--- config.mk ---
export PLATFORM = sky130hd
export DESIGN_NAME = clock_set_ctrl
export DESIGN_NICKNAME = d
export VERILOG_FILES = /design/src/rtl/clock_pkg.sv /design/src/rtl/btn_edge.sv /design/src/rtl/clock_set_ctrl.sv
export SDC_FILE = /design/constraint.sdc
export NUM_CORES = 1
export LEC_CHECK = 0
export BUFFER_PORTS_ARGS = -buffer_cell sky130_fd_sc_hd__buf_2
export CAP_MARGIN = 10
export CORE_MARGIN = 2
export CORE_UTILIZATION = 60
export DETAILED_ROUTE_END_ITERATION = 7
export GPL_TIMING_DRIVEN = 0
export PLACE_DENSITY = 0.81
export SKIP_CTS_REPAIR_TIMING = 1
export SYNTH_ARGS = -nofsm -noshare
export SYNTH_HDL_FRONTEND = slang
export SYNTH_SLANG_ARGS = --single-unit
--- constraint.sdc ---
create_clock -name CLK100MHZ -period 3.1 [get_ports CLK100MHZ]
set_input_delay 0.155 -clock CLK100MHZ [delete_from_list [all_inputs] [get_ports CLK100MHZ]]
set_output_delay 0.155 -clock CLK100MHZ [all_outputs]
set_load 0.1 [all_outputs]
--- src/rtl/clock_pkg.sv ---
// Shared definitions for the time-set controller.
// Holds field limits, the controller state encoding, the field_sel codes
// and the saturating-free wrap helpers used by the edit datapath.
package clock_pkg;

  localparam logic [7:0] HR_MAX  = 8'd23;
  localparam logic [7:0] MIN_MAX = 8'd59;
  localparam logic [7:0] SEC_MAX = 8'd59;

  typedef enum logic [2:0] {
    ST_RUN     = 3'd0,
    ST_SET_HR  = 3'd1,
    ST_SET_MIN = 3'd2,
    ST_SET_SEC = 3'd3,
    ST_LOAD    = 3'd4
  } state_e;

  localparam logic [1:0] FS_NONE = 2'b00;
  localparam logic [1:0] FS_HR   = 2'b01;
  localparam logic [1:0] FS_MIN  = 2'b10;
  localparam logic [1:0] FS_SEC  = 2'b11;

  // Live counter values outside the legal range are replaced by 0.
  function automatic logic [7:0] clamp_capture(input logic [7:0] val,
                                               input logic [7:0] max_val);
    clamp_capture = (val > max_val) ? 8'd0 : val;
  endfunction

  // One up/down step with wrap; compares against the limit before
  // stepping so 8-bit overflow is never relied on. Both or neither
  // direction leaves the value unchanged.
  function automatic logic [7:0] step_field(input logic [7:0] val,
                                            input logic [7:0] max_val,
                                            input logic       inc,
                                            input logic       dec);
    step_field = val;
    if (inc && !dec) begin
      step_field = (val >= max_val) ? 8'd0 : val + 8'd1;
    end else if (dec && !inc) begin
      step_field = (val == 8'd0 || val > max_val) ? max_val : val - 8'd1;
    end
  endfunction

endpackage

--- src/rtl/btn_edge.sv ---
// Rising-edge pulse generator for one synchronised, debounced button level.
// Ports:
//   clk_i    in  1  system clock
//   rst_ni   in  1  asynchronous active-low reset
//   btn_i    in  1  button level
//   pulse_o  out 1  registered one-cycle pulse, high the cycle after a 0->1 step
module btn_edge (
  input  logic clk_i,
  input  logic rst_ni,
  input  logic btn_i,
  output logic pulse_o
);

  logic btn_q;
  logic pulse_q;

  always_ff @(posedge clk_i or negedge rst_ni) begin
    if (!rst_ni) begin
      btn_q   <= 1'b0;
      pulse_q <= 1'b0;
    end else begin
      btn_q   <= btn_i;
      pulse_q <= btn_i & ~btn_q;
    end
  end

  assign pulse_o = pulse_q;

endmodule

--- src/rtl/clock_set_ctrl.sv ---
// Time-set controller for the 24 h HH:MM:SS counter.
// A mode press opens an edit session (hours -> minutes -> seconds -> load),
// up/down presses step the selected field with wrap, and the final mode
// press holds load high long enough for the counter's 1 Hz domain to see it.
// An edit left idle for TIMEOUT_CYCLES is abandoned without loading.
// Ports:
//   CLK100MHZ                       in  1  system clock
//   reset_n                         in  1  asynchronous active-low reset
//   btn_mode/btn_up/btn_down        in  1  debounced button levels
//   hours/minutes/seconds           in  8  live counter value
//   newHours/newMinutes/newSeconds  out 8  edit registers to the counter
//   load                            out 1  counter load strobe
//   editing                         out 1  high in any SET_* state
//   field_sel                       out 2  selected field code
module clock_set_ctrl
  import clock_pkg::*;
#(
  parameter int unsigned LOAD_HOLD_CYCLES = 100_000_000,
  parameter int unsigned TIMEOUT_CYCLES   = 1_000_000_000
) (
  input  logic       CLK100MHZ,
  input  logic       reset_n,
  input  logic       btn_mode,
  input  logic       btn_up,
  input  logic       btn_down,
  input  logic [7:0] hours,
  input  logic [7:0] minutes,
  input  logic [7:0] seconds,
  output logic [7:0] newHours,
  output logic [7:0] newMinutes,
  output logic [7:0] newSeconds,
  output logic       load,
  output logic       editing,
  output logic [1:0] field_sel
);

  localparam int unsigned HOLD_W = (LOAD_HOLD_CYCLES > 1) ? $clog2(LOAD_HOLD_CYCLES) : 1;
  localparam int unsigned IDLE_W = (TIMEOUT_CYCLES > 1) ? $clog2(TIMEOUT_CYCLES) : 1;
  localparam logic [HOLD_W-1:0] HOLD_LAST = HOLD_W'(LOAD_HOLD_CYCLES - 1);
  localparam logic [IDLE_W-1:0] IDLE_LAST = IDLE_W'(TIMEOUT_CYCLES - 1);

  // Button order in the vector: 0 = mode, 1 = up, 2 = down.
  logic [2:0] btn_lvl;
  logic [2:0] btn_pulse;
  logic       mode_p, up_p, dn_p;

  assign btn_lvl = {btn_down, btn_up, btn_mode};

  generate
    for (genvar gi = 0; gi < 3; gi++) begin : g_edge
      btn_edge u_edge (
        .clk_i  (CLK100MHZ),
        .rst_ni (reset_n),
        .btn_i  (btn_lvl[gi]),
        .pulse_o(btn_pulse[gi])
      );
    end
  endgenerate

  assign mode_p = btn_pulse[0];
  assign up_p   = btn_pulse[1];
  assign dn_p   = btn_pulse[2];

  state_e            state_q, state_d;
  logic [7:0]        hr_q, hr_d, min_q, min_d, sec_q, sec_d;
  logic [IDLE_W-1:0] idle_q, idle_d;
  logic [HOLD_W-1:0] hold_q, hold_d;
  logic              load_q, load_d;
  logic              editing_q, editing_d;
  logic [1:0]        field_q, field_d;

  always_ff @(posedge CLK100MHZ or negedge reset_n) begin
    if (!reset_n) begin
      state_q   <= ST_RUN;
      hr_q      <= 8'd0;
      min_q     <= 8'd0;
      sec_q     <= 8'd0;
      idle_q    <= '0;
      hold_q    <= '0;
      load_q    <= 1'b0;
      editing_q <= 1'b0;
      field_q   <= FS_NONE;
    end else begin
      state_q   <= state_d;
      hr_q      <= hr_d;
      min_q     <= min_d;
      sec_q     <= sec_d;
      idle_q    <= idle_d;
      hold_q    <= hold_d;
      load_q    <= load_d;
      editing_q <= editing_d;
      field_q   <= field_d;
    end
  end

  always_comb begin
    state_d = state_q;
    hr_d    = hr_q;
    min_d   = min_q;
    sec_d   = sec_q;
    idle_d  = idle_q;
    hold_d  = hold_q;

    case (state_q)
      ST_RUN: begin
        if (mode_p) begin
          hr_d    = clamp_capture(hours, HR_MAX);
          min_d   = clamp_capture(minutes, MIN_MAX);
          sec_d   = clamp_capture(seconds, SEC_MAX);
          idle_d  = '0;
          state_d = ST_SET_HR;
        end
      end
      ST_SET_HR, ST_SET_MIN, ST_SET_SEC: begin
        // mode outranks up/down; any pulse restarts the idle count,
        // so the timeout only fires on a pulse-free cycle.
        if (mode_p) begin
          idle_d = '0;
          case (state_q)
            ST_SET_HR:  state_d = ST_SET_MIN;
            ST_SET_MIN: state_d = ST_SET_SEC;
            default: begin
              state_d = ST_LOAD;
              hold_d  = '0;
            end
          endcase
        end else if (up_p || dn_p) begin
          idle_d = '0;
          case (state_q)
            ST_SET_HR:  hr_d  = step_field(hr_q, HR_MAX, up_p, dn_p);
            ST_SET_MIN: min_d = step_field(min_q, MIN_MAX, up_p, dn_p);
            default:    sec_d = step_field(sec_q, SEC_MAX, up_p, dn_p);
          endcase
        end else if (idle_q == IDLE_LAST) begin
          state_d = ST_RUN;
        end else begin
          idle_d = idle_q + IDLE_W'(1);
        end
      end
      ST_LOAD: begin
        if (hold_q == HOLD_LAST) begin
          state_d = ST_RUN;
        end else begin
          hold_d = hold_q + HOLD_W'(1);
        end
      end
      default: state_d = ST_RUN;
    endcase

    // Flag outputs are derived from the next state so they register
    // on the same edge as the state itself.
    load_d    = (state_d == ST_LOAD);
    editing_d = (state_d == ST_SET_HR) || (state_d == ST_SET_MIN) || (state_d == ST_SET_SEC);
    case (state_d)
      ST_SET_HR:  field_d = FS_HR;
      ST_SET_MIN: field_d = FS_MIN;
      ST_SET_SEC: field_d = FS_SEC;
      default:    field_d = FS_NONE;
    endcase
  end

  assign newHours   = hr_q;
  assign newMinutes = min_q;
  assign newSeconds = sec_q;
  assign load       = load_q;
  assign editing    = editing_q;
  assign field_sel  = field_q;

endmodule

==> flow_metrics.py, run 1 <==
metrics = {
    "worst_setup_path": {
        "r2r_end": "newSeconds[6]",
        "cp_slowest_cell": "clkbuf_1",
        "cp_data_arrival_time_ps": 3000,
        "cp_slowest_stage_delay_ps": 430,
        "critPathCaptureType": "flip-flop",
        "crit_path_cell_trace": "inv_1, ha_1, clkbuf_1, nand4bb_1, mux2_2, nor2_1, clkbuf_1, nand4_1, nand2_1",
        "crit_family": "simple AND/OR/NAND/NOR gates",
        "r2r_cells": 9,
        "r2r_start": "g_edge[2].u_edge.pulse_o",
        "cp.depth": 9,
        "worst_ep_required_time_ps": 3410,
        "cpMostUsedCell": "clkbuf_1",
        "worstPathMaxFanout": 10,
        "reg2reg_slack_ps": 410,
        "cp-start-kind": "flip-flop",
        "critical_path_class": "reg2reg",
        "crit_buf_inv": 3,
    },
    "power": {
        "max-vdd-ir-drop_uv": 639.7,
        "finalPower_w": 0.005953,
        "switching_power_w": 0.003278,
        "internal-power_w": 0.002675,
        "p_leak_nw": 2.913,
        "p_seq_frac": 0.277,
        "clkPwrFrac": 0.144,
        "p_per_area_nw_per_um2": 875.2,
        "swShare": 0.5507,
        "comb_power_share": 0.579,
    },
    "synth": {
        "synth_nets": 760,
        "yosys.area.top_type": "dfrtp_1",
        "synth_compound_area_frac": 0.2160,
        "synth_top_family_by_area": "simple AND/OR/NAND/NOR gates",
        "synth_edf_count": 0,
        "post-synth-top-count-cell": "dfrtp_1",
        "ys_types": 73,
        "synth_area_leaders": "dfrtp_1 39%, nand2_1 5.2%, nand3_1 3.2%",
        "synth.yosys.seq_area_share": 0.3868,
        "synthAdderAreaFrac": 0.02675,
        "synth_top_area_frac": 0.3868,
        "netlist_area_um2": 6081,
        "yosysWarnings": 0,
        "synth_seq_cells": 94,
        "postSynth.asyncResetShare": 1.000,
        "yosys.area_share.simple": 0.2959,
        "synth_area_per_cell_um2": 8.469,
        "synth_xor_area_frac": 0.01440,
        "synthTopCellsByCount": "94 x dfrtp_1, 85 x nand2_1, 45 x nor2_1",
        "ys.flop_type": "dfrtp_1",
        "muxShareOfSynthArea": 0.01502,
        "syn_inst": 718,
    },
    "die": {
        "core_um2": 9819,
        "num_rows": 36,
        "fp.dieH_um": 104.7,
        "start_util": 0.6193,
        "io_pins": 57,
        "die_w_um": 104.7,
        "fp.dieArea_um2": 10960,
    },
    "clock_network": {
        "root_buffer": "clkbuf_8",
        "numCtsBuffers": 9,
        "worst_skew_pair.late_latency_ps": 370,
        "cts.htree.levels": 3,
        "clkTransAtPathRegs_ps": 90,
        "cts_tree": "yes",
        "cts.sinks": 94,
        "clock_path_buffers": 2,
    },
    "routing": {
        "initialDrtViolationCount": 597,
        "ant_nets": 0,
        "routedWlPerCell_um": 17.78,
        "first_pass_iters": 7,
        "vias": 6187,
        "routed_wl_um": 16520,
        "via_per_inst": 6.660,
        "drcViolationCount": 0,
    },
    "final_layout": {
        "antennaDiodeCount": 0,
        "post-route-util": 0.6927,
        "num-nets-final": 833,
        "layout-drive-gt1-share": 0.1118,
        "syn_to_final_growth_pct": 11.85,
    },
    "global_route": {
        "grt_pass1_vias": 5709,
        "grtUsageTotal": 0.3015,
        "grt_overflow_total": 0,
        "antenna_found_initial": 0,
        "grt_pass1_wl_um": 27410,
        "grt_max_degree": 65,
    },
    "placement": {
        "place_congestion": 0.9555,
        "numPortBuffers": 56,
        "dpl.hpwl_um": 11650,
    },
    "sta": {
        "max_slew.worst_pin.slew_ps": 949.6,
        "setup_tns_ps": 0,
        "min_period_ps": 2687,
        "fin_skew_ps": 11.23,
        "final-setup-viol-count": 0,
        "slew_headroom": 0.3620,
        "rsz0062_at_grt": "false",
        "hold_violations": 0,
        "finalMaxSlewViolations": 0,
        "fmax_mhz": 372.1,
        "post-route-period-util": 0.8669,
    },
    "worst_hold_path": {
        "hp-start": "seconds[0]",
        "hold_path.class": "in2reg",
        "hold_path_end": "newSeconds[0]",
        "min_path_cells": 3,
    },
    "run": {
        "drv_cap": 0,
    },
    "run_status": {
        "outcome": "completed",
    },
}
## worst max path at each step
stage | end | slack, ps | from
after CTS | newSeconds[6] | 430 | g_edge[2].u_edge.pulse_o
final | newSeconds[6] | 410 | g_edge[2].u_edge.pulse_o
after floorplan | newSeconds[3] | 440 | newSeconds[0]
after detailed placement | newSeconds[6] | 460 | g_edge[2].u_edge.pulse_o
after global placement | newSeconds[6] | 550 | g_edge[2].u_edge.pulse_o
after global routing | newSeconds[6] | 270 | g_edge[2].u_edge.pulse_o
## tightest hold or removal path, stage by stage
cell	delay, ps
buf_2	100
nand2_1	50
a31oi_1	70
## cell usage in the layout, fill, tap and decap left out, types with 23 or more instances in the layout
cell type / count
a21oi_1: 38
buf_2: 58
clkbuf_1: 45
dfrtp_1: 94
inv_1: 23
nand2_1: 85
nand3_1: 39
nand4_1: 23
nor2_1: 45
nor3_1: 28
o211ai_1: 23
## power groups by stage
stage          clock (W)  combinational (W)  sequential, W
2_1_floorplan          0            0.00159        0.00273
3_3_place_gp           0            0.00333        0.00165
3_5_place_dp           0            0.00339        0.00167
4_1_cts         0.000861            0.00340        0.00164
5_1_grt         0.000911            0.00369        0.00168
6_report        0.000855            0.00345        0.00165
## sequential cells by signal, summed over array words and instances (netlist names)
register               count
idle_q                    30
hold_q                    27
newHours                   8
newMinutes                 8
newSeconds                 8
g_edge.u_edge.btn_q        3
g_edge.u_edge.pulse_o      3
state_q                    3
field_sel                  2
editing                    1
load                       1
## per-layer routing
layer / GRT usage / share of wire
met5: 0 / 0
met4: 0.1133 / 0.023
met3: 0.03930 / 0.076
met2: 0.4902 / 0.47
met1: 0.4133 / 0.43
## logic make-up (layout without fill, tap and decap cells)
kind of cell,count (synthesis),after routing
compound gates,184,184
simple gates,336,336
xor+xnor,10,10
fa+ha+maj,13,13
mux,9,9
buf+inv,72,150
flops,94,94
## cell type report
cell class	instances	area (um^2)
fill	811	3018
clock inverter	5	58.81
inverter	24	90.09
timing repair buffer	62	354.1
tap	133	166.4
clock buffer	11	141.4
sequential	94	2352
buffer	48	183.9
multi-input combinational	552	3455
## stage by stage
stage | hold slack [ps] | worst slack (ps) | instances | area, um^2
2_1_floorplan | -140.6 | 443.4 | 718 | 6081
3_3_place_gp | 274.8 | 549.5 | 907 | 6528
3_5_place_dp | 126.1 | 464.3 | 908 | 6558
4_1_cts | -274.0 | 432.1 | 924 | 6758
5_1_grt | 43.64 | 268.7 | 929 | 6802
6_report | 29.91 | 412.5 | 929 | 6802
No activity file was read; power rests on OpenSTA's default activity.
==> inputs of run 2 (changes only) <==
PLACE_DENSITY = 0.8   (was 0.81)
==> run 2 against run 1 <==
Net effect:
- global-route usage grew 0.66 points
- sequential power is essentially flat
- sequential cell count is the same
- clock skew shrank 3.6 ps
- cell area is essentially flat
- die area is the same
- combinational power is essentially flat
- sequential share of layout area is essentially flat
- critical path type unchanged
- largest power group unchanged
==> flow_metrics.py, run 2 (synthesis gave the netlist of run 1 again) <==
metrics = {
    "clock_network": {
        "clock_path_buffers": 2,
        "numCtsBuffers": 9,
        "cts.sinks": 94,
        "cts.htree.levels": 3,
        "clkTransAtPathRegs_ps": 90,
        "worst_skew_pair.late_latency_ps": 370,
        "root_buffer": "clkbuf_8",
        "cts_tree": "yes",
    },
    "routing": {
        "routed_wl_um": 16890,
        "wl_met1_um": 7236,
        "route.met3.wl_um": 1217,
        "initialDrtViolationCount": 616,
        "dr.max_layer_used": "met4",
        "via_per_inst": 6.676,
        "drcViolationCount": 0,
        "first_pass_iters": 6,
        "met2WireLength_um": 8023,
        "vias": 6195,
        "routedWlPerCell_um": 18.20,
        "ant_nets": 0,
    },
    "power": {
        "max-vdd-ir-drop_uv": 660.8,
        "clkPwrFrac": 0.143,
        "comb_power_share": 0.581,
        "switching_power_w": 0.003289,
        "p_seq_frac": 0.276,
        "finalPower_w": 0.005984,
        "p_per_area_nw_per_um2": 880.4,
        "p_leak_nw": 2.922,
        "internal-power_w": 0.002696,
        "swShare": 0.5495,
    },
    "worst_setup_path": {
        "reg2reg_slack_ps": 380,
        "crit_path_cell_trace": "inv_1, ha_1, clkbuf_1, inv_1, nor3_1, a41o_1",
        "crit_end": "idle_q[21]",
        "worst_ep_required_time_ps": 3400,
        "worstPathMaxFanout": 10,
        "r2r_end": "idle_q[21]",
        "r2r_cells": 6,
        "cp-start-kind": "flip-flop",
        "r2r_start": "g_edge[2].u_edge.pulse_o",
        "cp_data_arrival_time_ps": 3020,
        "crit_start": "g_edge[2].u_edge.pulse_o",
        "critPathCaptureType": "flip-flop",
        "cp_slowest_stage_delay_ps": 900,
        "critical_path_class": "reg2reg",
        "cp_slowest_cell": "nor3_1",
        "cpMostUsedCell": "inv_1",
    },
    "global_route": {
        "grt_pass1_wl_um": 27730,
        "grt_pass1_vias": 5804,
        "grtUsageTotal": 0.3082,
        "antenna_found_initial": 0,
        "grt_max_degree": 51,
        "grt_overflow_total": 0,
    },
    "placement": {
        "numPortBuffers": 56,
        "place_congestion": 0.9661,
        "dpl.hpwl_um": 11800,
        "dp_cells": 908,
    },
    "die": {
        "die_w_um": 104.7,
        "num_rows": 36,
        "start_util": 0.6193,
        "io_pins": 57,
        "fp.dieH_um": 104.7,
        "core_um2": 9819,
        "fp.dieArea_um2": 10960,
    },
    "final_layout": {
        "fin_cells": 928,
        "regMostFlops": "idle_q",
        "antennaDiodeCount": 0,
        "syn_to_final_growth_pct": 11.79,
        "largest_registers": "idle_q x30, hold_q x27",
        "post-route-util": 0.6923,
        "largest_reg_flops": 30,
        "layout-drive-gt1-share": 0.1119,
        "fillCellCount": 832,
        "final_cell_mix": "94 x dfrtp_1, 85 x nand2_1, 58 x buf_2",
        "num-nets-final": 832,
        "final_common_cell": "dfrtp_1",
    },
    "sta": {
        "min_period_ps": 2720,
        "max_slew.worst_pin.slew_ps": 1065,
        "fin_skew_ps": 7.661,
        "fmax_mhz": 367.6,
        "hold_violations": 0,
        "post-route-period-util": 0.8775,
        "final-setup-viol-count": 0,
        "rsz0062_at_grt": "false",
        "slew_headroom": 0.2715,
        "setup_tns_ps": 0,
        "finalMaxSlewViolations": 0,
    },
    "run": {
        "drv_cap": 0,
    },
    "worst_hold_path": {
        "hold_path.class": "in2reg",
    },
    "run_status": {
        "outcome": "completed",
    },
}
==> run 2: power groups by stage <==
stage | Clock [W] | Combinational [W] | Sequential, W
4_1_cts | 0.000854 | 0.00342 | 0.00164
5_1_grt | 0.000903 | 0.00369 | 0.00168
6_report | 0.000856 | 0.00348 | 0.00165
3_3_place_gp | 0 | 0.00332 | 0.00166
2_1_floorplan | 0 | 0.00159 | 0.00273
3_5_place_dp | 0 | 0.00341 | 0.00167
==> run 2: metal layers <==
metal,up-vias,GRT usage
li1,2868,-
met1,2980,0.4165
met2,304,0.5014
met3,43,0.04242
met4,0,0.1257
met5,-,0
==> run 2: how the worst min path moves through the flow <==
stage                                   endpoint        from  cells past startpoint  slack (ps)
after floorplan                          editing     reset_n                      0        -140
after global placement    g_edge[1].u_edge.btn_q      btn_up                      1         270
after detailed placement           newMinutes[5]     reset_n                      1         200
after CTS                          newMinutes[5]     reset_n                      1        -200
after global routing               newSeconds[0]  seconds[0]                      3          50
final                              newSeconds[0]  seconds[0]                      3          20
==> run 2: final cells by class <==
| class | instances | area, um^2 | area share |
|---|---|---|---|
| timing repair buffer | 61 | 350.3 | 0.05154 |
| clock inverter | 4 | 45.04 | 0.006626 |
| multi-input combinational | 552 | 3455 | 0.5082 |
| clock buffer | 12 | 155.1 | 0.02282 |
| sequential | 94 | 2352 | 0.3460 |
| buffer | 48 | 183.9 | 0.02706 |
| inverter | 24 | 90.09 | 0.01325 |
| tap | 133 | 166.4 | 0.02448 |
==> run 2: metrics by stage <==
step | area (um^2) | hold WS, ps | setup slack (ps)
6_report | 6798 | 22.30 | 379.9
5_1_grt | 6798 | 51.22 | 230.3
4_1_cts | 6758 | -196.5 | 459.8
3_5_place_dp | 6558 | 202.8 | 500.0
3_3_place_gp | 6528 | 274.8 | 528.9
2_1_floorplan | 6081 | -140.6 | 443.4
==> run 2: worst max-delay path, delay by kind of cell (launching register included) <==
family / cells / cell delay, ps
and+or+nand+nor: 1 / 900
DFF: 1 / 380
AOI/OAI and AO/OA: 1 / 310
adders and majority gates: 1 / 230
buffers and inverters: 3 / 820
